**src/rtl/nor_tester_seq.sv**
```systemverilog
// Exhaustive tester for a 2-input NOR gate: drives all four {a,b} vectors,
// samples y_in after a settle delay and records per-vector mismatches.
module nor_tester_seq #(
  parameter int unsigned SETTLE = 2,
  parameter int unsigned ERR_W  = 3
) (
  input  logic             clk,
  input  logic             rst_n,
  input  logic             start,
  input  logic             abort,
  input  logic             y_in,
  output logic             a_out,
  output logic             b_out,
  output logic             busy,
  output logic             done,
  output logic             pass,
  output logic [ERR_W-1:0] err_cnt,
  output logic [3:0]       fail_vec
);

  typedef enum logic [1:0] {StIdle, StWait, StSample, StDone} state_e;

  localparam logic [7:0] SettleLast = 8'(SETTLE - 1);

  state_e           r_state, w_state_nxt;
  logic [1:0]       r_vec, w_vec_nxt;
  logic [7:0]       r_cnt, w_cnt_nxt;
  logic             r_a, r_b, w_a_nxt, w_b_nxt;
  logic             r_pass, w_pass_nxt;
  logic [ERR_W-1:0] r_err, w_err_nxt;
  logic [3:0]       r_fail, w_fail_nxt;
  logic             w_mismatch;
  logic             w_drive_nxt;

  always_comb begin
    w_state_nxt = r_state;
    w_vec_nxt   = r_vec;
    w_cnt_nxt   = r_cnt;
    w_pass_nxt  = r_pass;
    w_err_nxt   = r_err;
    w_fail_nxt  = r_fail;
    w_mismatch  = (y_in != ~(r_vec[1] | r_vec[0]));

    unique case (r_state)
      StIdle: begin
        if (start) begin
          w_state_nxt = StWait;
          w_vec_nxt   = 2'd0;
          w_cnt_nxt   = 8'd0;
          w_err_nxt   = '0;
          w_fail_nxt  = 4'b0000;
          w_pass_nxt  = 1'b0;
        end
      end
      StWait: begin
        if (abort) begin
          w_state_nxt = StIdle;
          w_pass_nxt  = 1'b0;
        end else if (r_cnt == SettleLast) begin
          w_state_nxt = StSample;
        end else begin
          w_cnt_nxt = r_cnt + 8'd1;
        end
      end
      StSample: begin
        if (abort) begin
          // Aborted sample is not recorded; partial results stay visible.
          w_state_nxt = StIdle;
          w_pass_nxt  = 1'b0;
        end else begin
          if (w_mismatch) begin
            w_fail_nxt[r_vec] = 1'b1;
            if (r_err != '1) w_err_nxt = r_err + ERR_W'(1);
          end
          if (r_vec == 2'd3) begin
            w_state_nxt = StDone;
            w_pass_nxt  = (w_fail_nxt == 4'b0000);
          end else begin
            w_state_nxt = StWait;
            w_vec_nxt   = r_vec + 2'd1;
            w_cnt_nxt   = 8'd0;
          end
        end
      end
      StDone: begin
        w_state_nxt = StIdle;
      end
      default: begin
        w_state_nxt = StIdle;
      end
    endcase

    w_drive_nxt = (w_state_nxt == StWait) || (w_state_nxt == StSample);
    w_a_nxt     = w_drive_nxt & w_vec_nxt[1];
    w_b_nxt     = w_drive_nxt & w_vec_nxt[0];
  end

  always_ff @(posedge clk or negedge rst_n) begin
    if (!rst_n) begin
      r_state <= StIdle;
      r_vec   <= 2'd0;
      r_cnt   <= 8'd0;
      r_a     <= 1'b0;
      r_b     <= 1'b0;
      r_pass  <= 1'b0;
      r_err   <= '0;
      r_fail  <= 4'b0000;
    end else begin
      r_state <= w_state_nxt;
      r_vec   <= w_vec_nxt;
      r_cnt   <= w_cnt_nxt;
      r_a     <= w_a_nxt;
      r_b     <= w_b_nxt;
      r_pass  <= w_pass_nxt;
      r_err   <= w_err_nxt;
      r_fail  <= w_fail_nxt;
    end
  end

  assign a_out    = r_a;
  assign b_out    = r_b;
  assign busy     = (r_state == StWait) || (r_state == StSample);
  assign done     = (r_state == StDone);
  assign pass     = r_pass;
  assign err_cnt  = r_err;
  assign fail_vec = r_fail;

endmodule

```
**config.mk**
```make
export PLATFORM = sky130hd
export DESIGN_NAME = nor_tester_seq
export DESIGN_NICKNAME = d
export VERILOG_FILES = /design/src/rtl/nor_tester_seq.sv
export SDC_FILE = /design/constraint.sdc
export NUM_CORES = 1
export LEC_CHECK = 0
export CORE_ASPECT_RATIO = 0.75
export CORE_MARGIN = 10
export CORE_UTILIZATION = 54
export DETAILED_ROUTE_END_ITERATION = 6
export PLACE_DENSITY = 0.83
export RECOVER_POWER = 100
export SYNTH_ARGS = -nofsm -noshare
export SYNTH_HDL_FRONTEND = slang
export SYNTH_SLANG_ARGS = --single-unit
```
**constraint.sdc**
```tcl
create_clock -name clk -period 2.5 [get_ports clk]
set_clock_uncertainty 0.1 [all_clocks]
set_input_delay 0.75 -clock clk [delete_from_list [all_inputs] [get_ports clk]]
set_output_delay 0.75 -clock clk [all_outputs]
set_load 0.005 [all_outputs]
```
==> results of run 1 <==
## registers in the layout, summed over array words and instances (netlist names)
name      count
r_cnt         8
pass          1
r_state       2
err_cnt       3
fail_vec      4
b_out         1
r_vec         2
a_out         1
## cells in the final DEF, fill, tap and decap left out, types with 2 or more instances in the layout
cell type and count:
dfrtp_1 21, nor4_1 2, buf_4 4, nor2_1 14, a32o_1 3, dlygate4sd3_1 12
nand3b_1 3, ha_1 8, or3_1 2, nand3_1 3, clkbuf_1 3, nor3_1 6
inv_1 11, xnor2_1 5, a31oi_1 3, clkdlybuf4s50_1 3, a21oi_1 7, nor2b_1 2
clkbuf_4 4, o21ai_0 8, xor2_1 3, nand2b_1 3, nand2_1 9
## per-stage QoR
stage / cells / hold WS (ns) / util / TNS [ns]
after floorplan: 134 / 0.354 / - / 0
after global routing: 194 / 0.468 / 0.687 / 0
after detailed placement: 189 / 0.412 / 0.673 / -0.0451
after global placement: 189 / 0.399 / 0.673 / 0
final: 194 / 0.432 / 0.687 / 0
after CTS: 193 / 0.442 / 0.696 / 0
## metal layers
layer | up-vias | GRT usage
li1 | 520 | -
met1 | 533 | 0.158
met2 | 43 | 0.204
met3 | 4 | 0.0489
met4 | 0 | 0.0250
met5 | - | 0
## cells by family after synthesis
logic type,after synthesis,share of synthesized area
xor+xnor,8,0.0530
mux,1,0.00758
fa+ha+maj,8,0.0758
buf+inv,13,0.0483
flops,22,0.417
simple gates,54,0.252
compound gates,28,0.147
## layout make-up
cell class,count,area (µm²)
Clock buffer,3,22.5
Clock inverter,1,30.0
Fill cell,201,722
Inverter,11,41.3
Multi-Input combinational cell,99,689
Sequential cell,22,552
Tap cell,34,42.5
Timing Repair Buffer,24,209
## power breakdown
group	leakage, nW	internal, W	switching [W]	total (W)
registers	0.302	0.000404	0.0000724	0.000476
logic	0.377	0.000298	0.000380	0.000678
clock network	0.0279	0.000162	0.000113	0.000275
total	0.707	0.000864	0.000565	0.00143
## worst max-delay path, cell delays in order (launching register included)
cell             delay (ns)
dfrtp_2                0.45
ha_1                   0.25
clkdlybuf4s50_1        0.54
## repair_timing
action	CTS	global route
endpoints found under the hold margin	0	0
endpoints found under the setup margin	1	1
setup buffers	0	1
gates resized for setup	1	1
## worst max path at each step
stage	start	to	slack, ns	cells after the start
after floorplan	start	r_cnt[2]	0.64	5
after global placement	start	r_cnt[2]	0.08	6
after detailed placement	abort	a_out	-0.03	6
after CTS	r_state[0]	busy	0.008	3
after global routing	r_state[0]	done	0.03	2
final	r_state[1]	done	0.1	2
==> impl_results.md, run 1 <==
- Synth-to-Final Area Change: 20.1%
- Worst hold stages: 1
- Met3 Wirelength: 243 µm
- CTS tree: yes
- Worst EP arrival: 1.55 ns
- Final Setup Violations: 0
- # hold bufs at CTS: 0
- Die height: roughly 63 µm
- Top cells by area, synth: dfrtp_1, ha_1, nor2_1
- Tot Pwr: roughly 0.0014 W
- Top-count cell post-synth: dfrtp_1
- Peak VDD IR: 0.921 mV
- DP HPWL: ~2.3 mm
- Synth Instances: around 130
- Post-synth top area cell: dfrtp_1
- Most frequent cells after synthesis: dfrtp_1, nor2_1, inv_1, nand2_1, ha_1
- Max Buffers Root-to-Sink: 2
- Clock-pin slew on the worst setup and hold paths: about 0.12 ns
- Cell variety after synth: 38
- Core area: 0.00231 mm²
- Worst min path class: reg2reg
- Post-synth ARST share: 1.00
- Num rows: 15
- Top Layer Used: met4
- R2R depth: 7
- Startpoint Class: flip-flop
- Initial DRC count: between 90 and 100
- Leakage Power: about 0.71 nW
- Met1 wire length: about 1.3 mm
- Yosys top cell area share: 0.417
- Die area: about 0.0048 mm²
- Worst R2R Start: r_state[0]
- I/O Pins: 17
- Syn avg cell area: around 10 µm²
- RSZ-0062 raised after global routing: no
- Ant diodes: 0
- PwrDens: roughly 900 mW/mm²
- Met2 wire length: 1.47 mm
- Clk Latency, worst-skew pair: ~0.31 ns
- Internal reg-to-reg setup slack: about 0.4 ns
- First-pass GRT wire length: 5.13 mm
- Hold Startpoint: err_cnt[2]
- First-pass detailed-route iteration total: 4
- Starting Density: 0.572
- Post-layout minimum cycle time: about 2.4 ns
- Nets: between 150 and 200
- Grt total ovfl: 0
- Placed cell areas: around 0.0016 mm²
- Setup ws final: just under 0.1 ns
- GRT Util Overall: 0.127
- Final Hold Fails: 0
- Buffers added on ports: 16
- EDFF count, synth: 0
- CTS H-Tree Depth: 1
- Vias in the first global route: ~1,100
- Placer Congestion: slightly below 0.9
- Final slew viol count: 0
- Layout cell share with drive strength beyond 1: 0.106
- Register area share after synthesis: 0.417
- Reg-to-reg endpoint: r_cnt[2]
- # clock sinks: 22
- Mapped Area: 0.00132 mm²
- Post-DRT Antenna Nets: 0
- Post-route cell area: approximately 0.0016 mm²
- Critical setup path kind: reg2out
- DRC viols: 0
- Total CTS buffers: 3
- Slew HR: 0.209
- Status: complete, no violations
- Via density per instance: ~5.7
- Largest net degree at the start of global routing: 23
- Mapped Nets: 147
- Top_reg_cell synth: dfrtp_1
- Routed via count: 1,100
- Yosys warning count: 0
- Post-place setup slack: -0.0271 ns
- Antenna violations before repair: 0
- Worst hold path endpoint: err_cnt[2]
- DR WL/cell: around 16 µm
- CP required: 1.65 ns
- Clock Root Buffer: clkbuf_4
- Max-cap violations: 0
- Routed WL: just over 3 mm
- Die width: around 77 µm
- Endpoint type of the worst setup path: primary output
- Crit share post-route: 0.961
- Worst-Margin Slew: about 1.2 ns
- CP max FO: 5
- Seq cells post-synth: 22
- Fmax: roughly 420 MHz
(Power assumes the default switching activity.)
==> run 2: changes to the inputs <==
Settings changed: CORE_MARGIN 10 to default, CORE_UTILIZATION 54 to 48, PLACE_DENSITY 0.83 to 0.76.
==> run 2 against run 1 <==
  * Register-to-register slack improved by 0.06 ns
  * Sequential cell count is the same
  * Largest cell class unchanged
  * Die area is 39% lower
  * Clock power about the same
==> impl_results.md, run 2 (synthesis gave the netlist of run 1 again) <==
- Commonest non-fill, non-tap cell in the layout: dfrtp_1 (unchanged)
- GRT Util Overall: 0.195 (was 0.127)
- Largest register FFs: 8 (unchanged)
- Nets: 174 (unchanged)
- Die height: 47.4 µm (was 62.8 µm)
- Startpoint Class: flip-flop (unchanged)
- Post-DRT Antenna Nets: 0 (unchanged)
- R2R depth: 7 (unchanged)
- Via density per instance: 5.54 (was 5.67)
- Fmax: 410 MHz (was 416 MHz)
- Placer Congestion: 0.913 (was 0.869)
- Crit path from: r_state[1] (unchanged)
- Post-placement cell count: 190 (was 189)
- CP max FO: 5 (unchanged)
- Final slew viol count: 0 (unchanged)
- CP cell instances: inv_1 > ha_1 > clkdlybuf4s50_1 (was ha_1 > clkdlybuf4s50_1)
- DRC viols: 0 (unchanged)
- RSZ-0062 raised after global routing: no (unchanged)
- Ant diodes: 0 (unchanged)
- Initial DRC count: 45 (was 96)
- PwrDens: 881 mW/mm² (was 901 mW/mm²)
- Peak VDD IR: 0.635 mV (was 0.921 mV)
- Fin cells: 196 (was 194)
- CTS tree: yes (unchanged)
- Max-cap violations: 0 (unchanged)
- Starting Density: 0.508 (was 0.572)
- DP HPWL: 2.05 mm (was 2.26 mm)
- Clock-pin slew on the worst setup and hold paths: 0.13 ns (was 0.12 ns)
- Routed via count: 1,085 (was 1,100)
- Total CTS buffers: 3 (unchanged)
- Most frequent cells in the layout: dfrtp_1, nor2_1, dlygate4sd3_1, inv_1, nand2_1 (unchanged)
- Slew HR: 0.212 (was 0.209)
- Post-layout minimum cycle time: 2.44 ns (was 2.40 ns)
- Endpoint type of the worst setup path: primary output (unchanged)
- DR WL/cell: 13.8 µm (was 15.8 µm)
- Largest net degree at the start of global routing: 23 (unchanged)
- Layout cell share with drive strength beyond 1: 0.0938 (was 0.106)
- Slowest-stage cell, CP: clkdlybuf4s50_1 (unchanged)
- Largest stage delay, worst path: 0.49 ns (was 0.54 ns)
- Worst EP arrival: 1.59 ns (was 1.55 ns)
- Core area: 0.00260 mm² (was 0.00231 mm²)
- Hold_ws: 0.415 ns (was 0.432 ns)
- Leakage Power: 0.697 nW (was 0.707 nW)
- Buffers added on ports: 16 (unchanged)
- Worst min path class: reg2reg (unchanged)
- Worst R2R Start: r_state[0] (unchanged)
- Buf/Inv on CP: 2 (was 1)
- # clock sinks: 22 (unchanged)
- # hold bufs at CTS: 0 (unchanged)
- Crit share post-route: 0.975 (was 0.961)
- Final Setup Violations: 0 (unchanged)
- Max Buffers Root-to-Sink: 2 (unchanged)
- Reg-to-reg endpoint: r_cnt[5] (was r_cnt[2])
- Internal reg-to-reg setup slack: 0.46 ns (was 0.40 ns)
- Clock Root Buffer: clkbuf_4 (unchanged)
- Largest register by flop count: r_cnt (unchanged)
- Worst-Margin Slew: 1.18 ns (was 1.19 ns)
- Vias in the first global route: 929 (was 1,052)
- Critical path capture point: busy (was done)
- First-pass detailed-route iteration total: 4 (unchanged)
- Clk Latency, worst-skew pair: 0.31 ns (about the same)
- Critical setup path kind: reg2out (unchanged)
- CP delay by family, top: buffers and inverters (unchanged)
- # fillers: 244 (was 201)
- Grt total ovfl: 0 (unchanged)
- Sequential Area: 552 µm² (unchanged)
- Num rows: 16 (was 15)
- Setup TNS Final: 0 ns (unchanged)
- Die width: 62.6 µm (was 77.1 µm)
- CTS H-Tree Depth: 1 (unchanged)
- Die area: 0.00297 mm² (was 0.00485 mm²)
- Status: complete, no violations (unchanged)
- I/O Pins: 17 (unchanged)
- First-pass GRT wire length: 4.28 mm (was 5.13 mm)
- CP required: 1.65 ns (about the same)
- Worst path depth: 3 (was 2)
- Synth-to-Final Area Change: 19.8% (was 20.1%)
- Routed WL: 2.70 mm (was 3.06 mm)
- Final Hold Fails: 0 (unchanged)
- Antenna violations before repair: 0 (unchanged)
- Multi-input combinational cell area: 691 µm² (was 689 µm²)
[run 2: cell types whose count changed in the layout (fill, tap and decap cells not counted)]
cell             delta
and2_0              +1
and2_1              -1
buf_4               -1
clkbuf_1            +2
clkbuf_4            -1
clkdlybuf4s25_1     -1
clkdlybuf4s50_1     +1
nor3b_1             +1
nor3b_2             -1
nor4_1              -1
nor4_2              +1
[run 2: area by class of cell]
class / instances / share of cell area
Multi-Input combinational cell: 99 / 0.436
Sequential cell: 22 / 0.349
Timing Repair Buffer: 24 / 0.127
Tap cell: 36 / 0.0285
Inverter: 11 / 0.0261
Clock inverter: 1 / 0.0190
Clock buffer: 3 / 0.0142
[run 2: metrics by stage]
step	cell area (µm²)	setup slack [ns]	utilization	total power (W)
after floorplan	1320	0.641	-	0.000931
after global placement	1550	0.117	0.595	0.00112
after detailed placement	1550	0.0317	0.595	0.00115
after CTS	1600	0.00000777	0.615	0.00142
after global routing	1580	0.00318	0.608	0.00150
final	1580	0.0636	0.608	0.00139
[run 2: worst min path at each step]
stage / from / end / depth (start not counted)
after floorplan: rst_n / a_out / 0
after global placement: pass / pass / 1
after detailed placement: pass / pass / 1
after CTS: pass / pass / 1
after global routing: pass / pass / 1
final: pass / pass / 1
[run 2: worst register-to-register path: cells and delay by family, from the launching register on]
family,cells,cell delay [ns]
buf+inv,1,0.08
compound gates,2,0.57
xor+xnor,1,0.16
flops,1,0.43
simple gates,2,0.29
fa+ha+maj,1,0.31
[run 2: where the power goes]
| group | total, W | leakage [nW] | switching, W | internal, W |
|---|---|---|---|---|
| clock network | 0.000273 | 0.0279 | 0.000111 | 0.000162 |
| logic | 0.000650 | 0.367 | 0.000365 | 0.000284 |
| registers | 0.000472 | 0.302 | 0.0000681 | 0.000404 |
[run 2: what timing repair did]
item | CTS | global route
endpoints found under the setup margin | 0 | 1
gates resized for setup | 0 | 1
setup buffers | 0 | 2
[run 2: routing by layer]
metal | part of all wire | track usage | up-vias
met1 | 0.50 | 0.298 | 519
met5 | 0 | 0 | -
met4 | 0.0056 | 0.0558 | 0
li1 | - | - | 524
met2 | 0.45 | 0.276 | 40
met3 | 0.053 | 0.0429 | 2
